===== config.mk =====
export PLATFORM = sky130hd
export DESIGN_NAME = s2p_code_check
export DESIGN_NICKNAME = d
export VERILOG_FILES = /design/src/rtl/lock_pkg.sv /design/src/rtl/lockout_timer.sv /design/src/rtl/s2p_code_check.sv
export SDC_FILE = /design/constraint.sdc
export NUM_CORES = 1
export LEC_CHECK = 0
export CELL_PAD_IN_SITES_DETAIL_PLACEMENT = 1
export CELL_PAD_IN_SITES_GLOBAL_PLACEMENT = 1
export CORE_MARGIN = 5
export CORE_UTILIZATION = 36
export CTS_CLUSTER_DIAMETER = 120
export DETAILED_ROUTE_END_ITERATION = 10
export PLACE_DENSITY_LB_ADDON = 0.2
export SLEW_MARGIN = 20
export SYNTH_ARGS = -nofsm -noshare
export SYNTH_HDL_FRONTEND = slang
export SYNTH_HIERARCHICAL = 1
export SYNTH_SLANG_ARGS = --single-unit

===== constraint.sdc =====
create_clock -name clk -period 1.65 [get_ports clk]
set_clock_uncertainty 0.1 [all_clocks]
set_input_delay 0.2475 -clock clk [delete_from_list [all_inputs] [get_ports clk]]
set_output_delay 0.2475 -clock clk [all_outputs]
set_load 0.02 [all_outputs]

===== src/rtl/lock_pkg.sv =====
// Shared state encoding and default parameters for the safe-lock code path.
package lock_pkg;

  typedef enum logic [1:0] {
    RECV  = 2'd0,
    CHECK = 2'd1,
    OPEN  = 2'd2,
    LOCK  = 2'd3
  } lock_state_t;

  localparam int          DEF_N              = 4;
  localparam int          DEF_DIGITS         = 4;
  localparam logic [15:0] DEF_RESET_CODE     = 16'h1234;
  localparam int          DEF_MAX_TRIES      = 3;
  localparam int          DEF_LOCKOUT_CYCLES = 16;

endpackage


===== src/rtl/lockout_timer.sv =====
// Down-counter for the lockout window: load starts it, done flags its final cycle.
module lockout_timer #(
  parameter int LOCKOUT_CYCLES = 16
) (
  input  logic clk,
  input  logic rst,
  input  logic load,
  output logic done,
  output logic active
);

  localparam int CW = $clog2(LOCKOUT_CYCLES);

  logic [CW-1:0] cnt;

  always_ff @(posedge clk) begin
    if (rst) begin
      cnt    <= '0;
      active <= 1'b0;
    end else if (load) begin
      cnt    <= CW'(LOCKOUT_CYCLES - 1);
      active <= 1'b1;
    end else if (active) begin
      if (cnt == '0) active <= 1'b0;
      else           cnt    <= cnt - 1'b1;
    end
  end

  // Loaded value L-1 counting down to 0 keeps active high for exactly L cycles.
  assign done = active && (cnt == '0);

endmodule


===== src/rtl/s2p_code_check.sv =====
// Serial code receiver: assembles W MSB-first bits, compares against the stored
// code, and manages unlock, consecutive-failure counting and timed lockout.
module s2p_code_check
  import lock_pkg::*;
#(
  parameter int                     N              = DEF_N,
  parameter int                     DIGITS         = DEF_DIGITS,
  parameter logic [N*DIGITS-1:0]    RESET_CODE     = DEF_RESET_CODE,
  parameter int                     MAX_TRIES      = DEF_MAX_TRIES,
  parameter int                     LOCKOUT_CYCLES = DEF_LOCKOUT_CYCLES
) (
  input  logic                  clk,
  input  logic                  rst,
  input  logic                  ser_valid,
  input  logic                  ser_data,
  output logic                  ser_ready,
  input  logic                  clear,
  input  logic                  relock,
  input  logic                  set_code,
  input  logic [N*DIGITS-1:0]   new_code,
  output logic                  unlocked,
  output logic                  lockout,
  output logic                  match,
  output logic                  fail,
  output logic                  alarm
);

  localparam int W   = N * DIGITS;
  localparam int BCW = $clog2(W);
  localparam int FCW = $clog2(MAX_TRIES + 1);

  lock_state_t    state;
  logic [W-1:0]   word;
  logic [W-1:0]   stored;
  logic [BCW-1:0] bit_cnt;
  logic [FCW-1:0] fail_cnt;
  logic [FCW-1:0] fail_nxt;
  logic           accept;
  logic           last_bit;
  logic           code_ok;
  logic           lock_hit;
  logic           tmr_load;
  logic           tmr_done;

  assign accept   = ser_valid && ser_ready;
  assign last_bit = (bit_cnt == BCW'(W - 1));
  assign code_ok  = (word == stored);
  assign fail_nxt = fail_cnt + 1'b1;
  assign lock_hit = (fail_nxt == FCW'(MAX_TRIES));
  assign tmr_load = (state == CHECK) && !code_ok && lock_hit;

  lockout_timer #(
    .LOCKOUT_CYCLES (LOCKOUT_CYCLES)
  ) u_timer (
    .clk    (clk),
    .rst    (rst),
    .load   (tmr_load),
    .done   (tmr_done),
    .active (lockout)
  );

  assign ser_ready = (state == RECV);
  assign unlocked  = (state == OPEN);

  always_ff @(posedge clk) begin
    if (rst) begin
      state    <= RECV;
      word     <= '0;
      stored   <= RESET_CODE;
      bit_cnt  <= '0;
      fail_cnt <= '0;
      match    <= 1'b0;
      fail     <= 1'b0;
      alarm    <= 1'b0;
    end else begin
      match <= 1'b0;
      fail  <= 1'b0;
      alarm <= 1'b0;
      case (state)
        RECV: begin
          // clear outranks a coincident accepted bit; the bit is dropped
          if (clear) begin
            bit_cnt <= '0;
          end else if (accept) begin
            word <= {word[W-2:0], ser_data};
            if (last_bit) begin
              bit_cnt <= '0;
              state   <= CHECK;
            end else begin
              bit_cnt <= bit_cnt + 1'b1;
            end
          end
        end
        CHECK: begin
          if (code_ok) begin
            match    <= 1'b1;
            fail_cnt <= '0;
            state    <= OPEN;
          end else if (lock_hit) begin
            fail     <= 1'b1;
            alarm    <= 1'b1;
            fail_cnt <= '0;
            state    <= LOCK;
          end else begin
            fail     <= 1'b1;
            fail_cnt <= fail_nxt;
            state    <= RECV;
          end
        end
        OPEN: begin
          if (set_code) stored <= new_code;
          if (relock)   state  <= RECV;
        end
        LOCK: begin
          if (tmr_done) state <= RECV;
        end
        default: state <= RECV;
      endcase
    end
  end

endmodule


# == After elaboration in Yosys (flattened, before gate mapping) ==
# Cells that the tools add are included.
# totals
regBits,48
inputBits,23
out_inout_bits,6
elab_cells,65
# op_classes
n_addsub,3
eq_ne,12
n_mux,22
bitwise_logic,2
reduce_logical,16
# op_table
op,count
4-bit two-way mux,6
2-bit two-way mux,9
16-bit == test,1
2-bit inequality test (second input constant),4
2-bit case mux with 4 select lines,1
2-bit == test (second input constant),3
1-bit two-way mux,6
2-bit AND reduction,3
5-bit AND reduction,1
4-bit by 1-bit adder with 4-bit output (second input constant),1
4-bit == test (second input constant),1
1-bit logical AND,4
4-bit logical NOT,1
2-bit by 1-bit inequality test with 1-bit output (second input constant),2
2-bit nonzero test,2
4-bit by 1-bit subtractor with 4-bit output (second input constant),1
3-bit AND reduction,1
3-bit OR reduction,1
2-bit by 1-bit adder with 2-bit output (second input constant),1
2-bit by 1-bit == test with 1-bit output (second input constant),1
2-bit logical NOT,1
1-bit NOT,2
2-bit OR reduction,1
1-bit logical NOT,1

# == Logic depth before layout (Yosys ltp) ==
# depth
ltp_word,6
ltp_mapped,8
ltp_nobuf,8

# == Cells and area by module ==
# The synthesis kept the hierarchy.
# by_module_without_submodules
module,n_inst,cells_per_inst,area_per_inst_um2,seq_area_each_um2
s2p_code_check,1,217,1821.7,860.8
lockout_timer,1,28,242.7,100.1

# == Worst setup path after synthesis ==
# OpenSTA, ideal clock, no wires.
# synth_timing
path_kind,register to register
start,reg word[1]
end,reg u_timer.cnt[1]
setup_ns,0.120
t_arrival_ns,1.501
t_required_ns,1.430
slack_ns,-0.072
path_stages_with_launch,8
n_path_buf,0
period_less_slack_ns,1.722
path_cell_list,dfxtp_1 -> xnor2_1 -> nand4_1 -> nor4_2 -> nor4b_1 -> inv_1 -> a41o_1 -> a21oi_1
# synth_between
elab_chain_len,6
word_cells_on_any_way,8
cone_classes,eq/ne (2); mux (1); reduce/logical (5)
# synth_rtl
item,line,text
"start, declared",s2p_code_check.sv:33,logic [W-1:0] word;
"start signal, assigned",s2p_code_check.sv:85,"word <= {word[W-2:0], ser_data};"
16-bit == test *,s2p_code_check.sv:47,assign code_ok = (word == stored);
1-bit logical NOT *,s2p_code_check.sv:50,assign tmr_load = (state == CHECK) && !code_ok && lock_hit;
1-bit logical AND * (2 in a row),s2p_code_check.sv:50,
via tmr_load,s2p_code_check.sv:42,logic tmr_load;
2-bit inequality test (no source line) / 2-bit nonzero test (equally long branches),--,
2-bit AND reduction (no source line),--,
"end signal, assigned",lockout_timer.sv:21,cnt <= CW'(LOCKOUT_CYCLES - 1);
"end signal, assigned",lockout_timer.sv:25,else cnt <= cnt - 1'b1;
"end, declared",lockout_timer.sv:14,logic [CW-1:0] cnt;
# Mark *: on every way through the listed nets, which the timed path passes. The rest lies on a longest branch.
# A chain may end at the register's enable or synchronous reset.

# == Worst setup path in the final report ==
# layout_timing
start,reg stored[8]
end,reg u_timer.cnt[1]
# layout_between
elab_chain_len,6
word_cells_on_any_way,8
cone_classes,eq/ne (2); mux (1); reduce/logical (5)
# layout_rtl
item,line,text
"start, declared",s2p_code_check.sv:34,logic [W-1:0] stored;
"start signal, assigned",s2p_code_check.sv:111,if (set_code) stored <= new_code;
16-bit == test *,s2p_code_check.sv:47,
1-bit logical NOT *,s2p_code_check.sv:50,
1-bit logical AND * (2 in a row),s2p_code_check.sv:50,
via tmr_load,s2p_code_check.sv:42,
2-bit inequality test (no source line) / 2-bit nonzero test (equally long branches),--,
2-bit AND reduction (no source line),--,
# Marked as above.

==> metrics.md <==
| Metric | Value |
|---|---|
| Rel. slew slack | 0.753 |
| Sequential area share after synthesis | 0.465 |
| Wirelength per Cell | 14.6 um |
| Mapped Nets | 270 |
| CTS tree | built |
| Global-route wire length before repair | 9.05 mm |
| Reg2reg start | stored[8] |
| Post-layout nets | 332 |
| DR iter-0 viols | 63 |
| Synth Area in Compound Gates | 0.135 |
| Number of cell rows | 27 |
| Pre-CTS setup slack | -0.244 ns |
| Commonest non-fill, non-tap cell in the layout | nand2_1 |
| Failing checks | negative setup slack |
| Crit path launch type | register |
| Yosys warns | 6 |
| Worst Hold End | stored[15] |
| Post-synthesis simple-gate area fraction | 0.275 |
| GRT Util Overall | 0.158 |
| Largest family of logic cells by synthesized area | simple AND/OR/NAND/NOR gates |
| ANT cells | 0 |
| Final setup viols | 6 |
| Outcome | complete, but fails checks |
| Number of enable flip-flop cells after synthesis | 0 |
| Final Hold Fails | 0 |
| Gpl congestion | 0.745 |
| DPL Wire Length | 3.93 mm |
| Core ar. | 5540 um^2 |
| P&R area growth vs syn | 38.7% |
| # DRC | 0 |
| Initial Utilization | 0.373 |
| Reg2Reg Depth | 7 |
| Slew @ Worst Pin | 0.365 ns |
| Slowest CP cell | nor4_4 |
| R2R Path End | u_timer/cnt[1] |
| Die extent in x | 85.7 um |
| Arrival time worst endpoint | 1.84 ns |
| Pwr Density | 702 nW/um^2 |
| CP peak stage delay | 0.37 ns |
| Number of global-route vias before repair | 1,890 |
| Hold-fix buffers at CTS | 0 |
| Clk Latency, worst-skew pair | 0.31 ns |
| VDD IR max | 373 uV |
| Largest net degree at the start of global routing | 26 |
| Top cell family by delay on the critical path | simple AND/OR/NAND/NOR gates |
| Post-Synth Adder-Cell Area | 0.0121 |
| Period utilisation layout | 1.05 |
| Critical path buffer and inverter count | 1 |
| Async S/R FF share, synth | 0 |
| Vias per inst | 4.93 |
| Worst Hold Class | input pin to register |
| Synth area leaders | dfxtp_1 (47%), nand2_1 (12%), a21oi_1 (8.0%) |
| Static Leak | 0.00105 uW |
| Root buffer cell | clkbuf_8 |
| Yosys top cell by area | dfxtp_1 |
| TritonCTS buffer count | 5 |
| Total grt overflow | 0 |
| Cells after synthesis | 245 |
| Initial antenna violation count | 0 |
| Final wirelength | 5.56 mm |
| Clock Path Buffers | 2 |
| Hold Path Depth | 3 |
| RSZ-0062 raised after global routing | true |
| Die Height | 85.7 um |
| Reg-to-reg slack, setup | -0.08 ns |
| Crit Path Max Fanout | 4 |
| Worst setup EP type | register |
| Max Slew Vio Count | 0 |
| Full die area | 7350 um^2 |
| Non-filler cells, final | 380 |
| Req. time, crit path | 1.76 ns |
| CTS sink count | 48 |
| Synth Area in XOR/XNOR | 0.0679 |
| Vias post-DR | 1,872 |
| Top FF cell, synth | dfxtp_1 |
| Min-delay src | new_code[15] |
| Share of post-route cells with drive strength above 1 | 0.256 |
| Inst Count DP | 369 |
| Mux share of post-synthesis cell area | 0.00970 |
| Final Worst Setup Slack | -0.0780 ns |
| IO Port Bufs | 28 |
| CP cell instances | xnor2_2, nand4_1, nor4_4, nor4b_2, inv_1, a41o_1, a21oi_1 |
| Post-route ant nets | 0 |
| Fmax | 579 MHz |
| Post-synthesis register bit count | 48 |
| Share of the synthesized area in the top cell type | 0.465 |
| Drt pass-1 iters | 4 |
| H-Tree Depth | 2 |
| Final min period | 1.73 ns |
| Type of the worst setup path | register to register |
| Clock slew at reported path FFs | 0.09 ns |
| Commonest cells after routing, fill and taps aside | nand2_1 (67), buf_4 (36), dfxtp_1 (35), a21oi_1 (32), clkdlybuf4s50_1 (25) |
| Max-cap violation count | 0 |
| Post-Syn Area | 2060 um^2 |
| Yosys cell types | 41 |
| Ports | 29 |
| Average size of a mapped cell | 8.43 um^2 |
-- sequential cells by signal (all words and copies together), names as in the netlist --
signal and cells:
stored 16, word 16, bit_cnt 4, u_timer/cnt 4, fail_cnt 2, state 2
alarm 1, fail 1, match 1, u_timer/active 1
-- cell type report --
cell class	count	area [um^2]
Tap cell	72	90.1
Sequential cell	48	977
Fill cell	670	2680
Clock inverter	3	18.8
Inverter	4	15.0
Multi-Input combinational cell	181	1110
Clock buffer	5	68.8
Timing Repair Buffer	67	582
-- worst register-to-register path, cell delays in order, from the launching register on --
cell     delay (ns)
dfxtp_2        0.35
xnor2_2        0.18
nand4_1        0.17
nor4_4         0.37
nor4b_2        0.11
inv_1          0.15
a41o_1         0.17
a21oi_1        0.03
-- cells by family (layout without fill, tap and decap cells) --
family                     count (synthesis)  count (layout)
and+or+nand+nor                          113             113
AOI/OAI and AO/OA                         48              48
DFF                                       48              48
xor gates and xnor gates                  16              16
buffers and inverters                     16              79
adders and majority gates                  2               2
muxes                                      2               2
-- worst max-delay path by stage --
stage	start	endpoint	slack (ns)	depth (start not counted)
after floorplan	word[1]	u_timer/cnt[1]	0.002	7
after global placement	ser_valid	word[2]	-0.22	5
after detailed placement	ser_valid	word[3]	-0.24	5
after CTS	stored[7]	u_timer/cnt[1]	-0.05	7
after global routing	word[3]	u_timer/cnt[1]	-0.18	7
final	stored[8]	u_timer/cnt[1]	-0.08	7
-- routing by layer --
metal  routed length, um  global-route usage  share of wire  vias up
met2                2670               0.261           0.48       18
met3                 146              0.0336          0.026        7
met5                   0                   0              0        -
li1                    -                   -              -      952
met1                2660               0.201           0.48      895
met4                  91              0.0604          0.016        0
-- synth_stat cells, types with 2 or more instances --
library cell	instances
nor4b_1	2
ha_1	2
or4b_1	3
a31oi_1	2
nand4_1	4
dfxtp_1	48
a21oi_1	33
and2_1	2
nand3b_1	7
o21ai_0	5
nor2b_1	2
mux2i_1	2
nor3_1	2
buf_2	2
xnor2_1	16
inv_1	4
a21o_1	2
nor2_1	10
nand2_1	67
clkbuf_1	8
nand3_1	2
-- per-stage QoR --
stage | hold slack (ns) | cell area [um^2] | power, uW | util | TNS (ns)
2_1_floorplan | 0.217 | 2080 | 1230 | - | 0
3_3_place_gp | 0.356 | 2670 | 1310 | 0.482 | -4.25
3_5_place_dp | 0.366 | 2670 | 1310 | 0.482 | -4.58
4_1_cts | 0.360 | 2800 | 2040 | 0.506 | -0.122
5_1_grt | 0.380 | 2860 | 2100 | 0.517 | -0.828
6_report | 0.369 | 2860 | 2010 | 0.517 | -0.312
-- power breakdown --
| group | switching, uW | total [uW] | leakage, uW | internal (uW) |
|---|---|---|---|---|
| combinational | 54.8 | 131 | 0.000612 | 76.3 |
| sequential | 3.03 | 1160 | 0.000392 | 1160 |
| clock | 420 | 716 | 0.0000479 | 296 |
-- what timing repair did --
item | in CTS | in global routing
gates cloned | 0 | 1
endpoints found under the setup margin | 26 | 17
gates resized for setup | 16 | 23
setup buffers | 1 | 2
pin swaps | 6 | 8
Note: power is estimated with default switching activity, not from simulation.
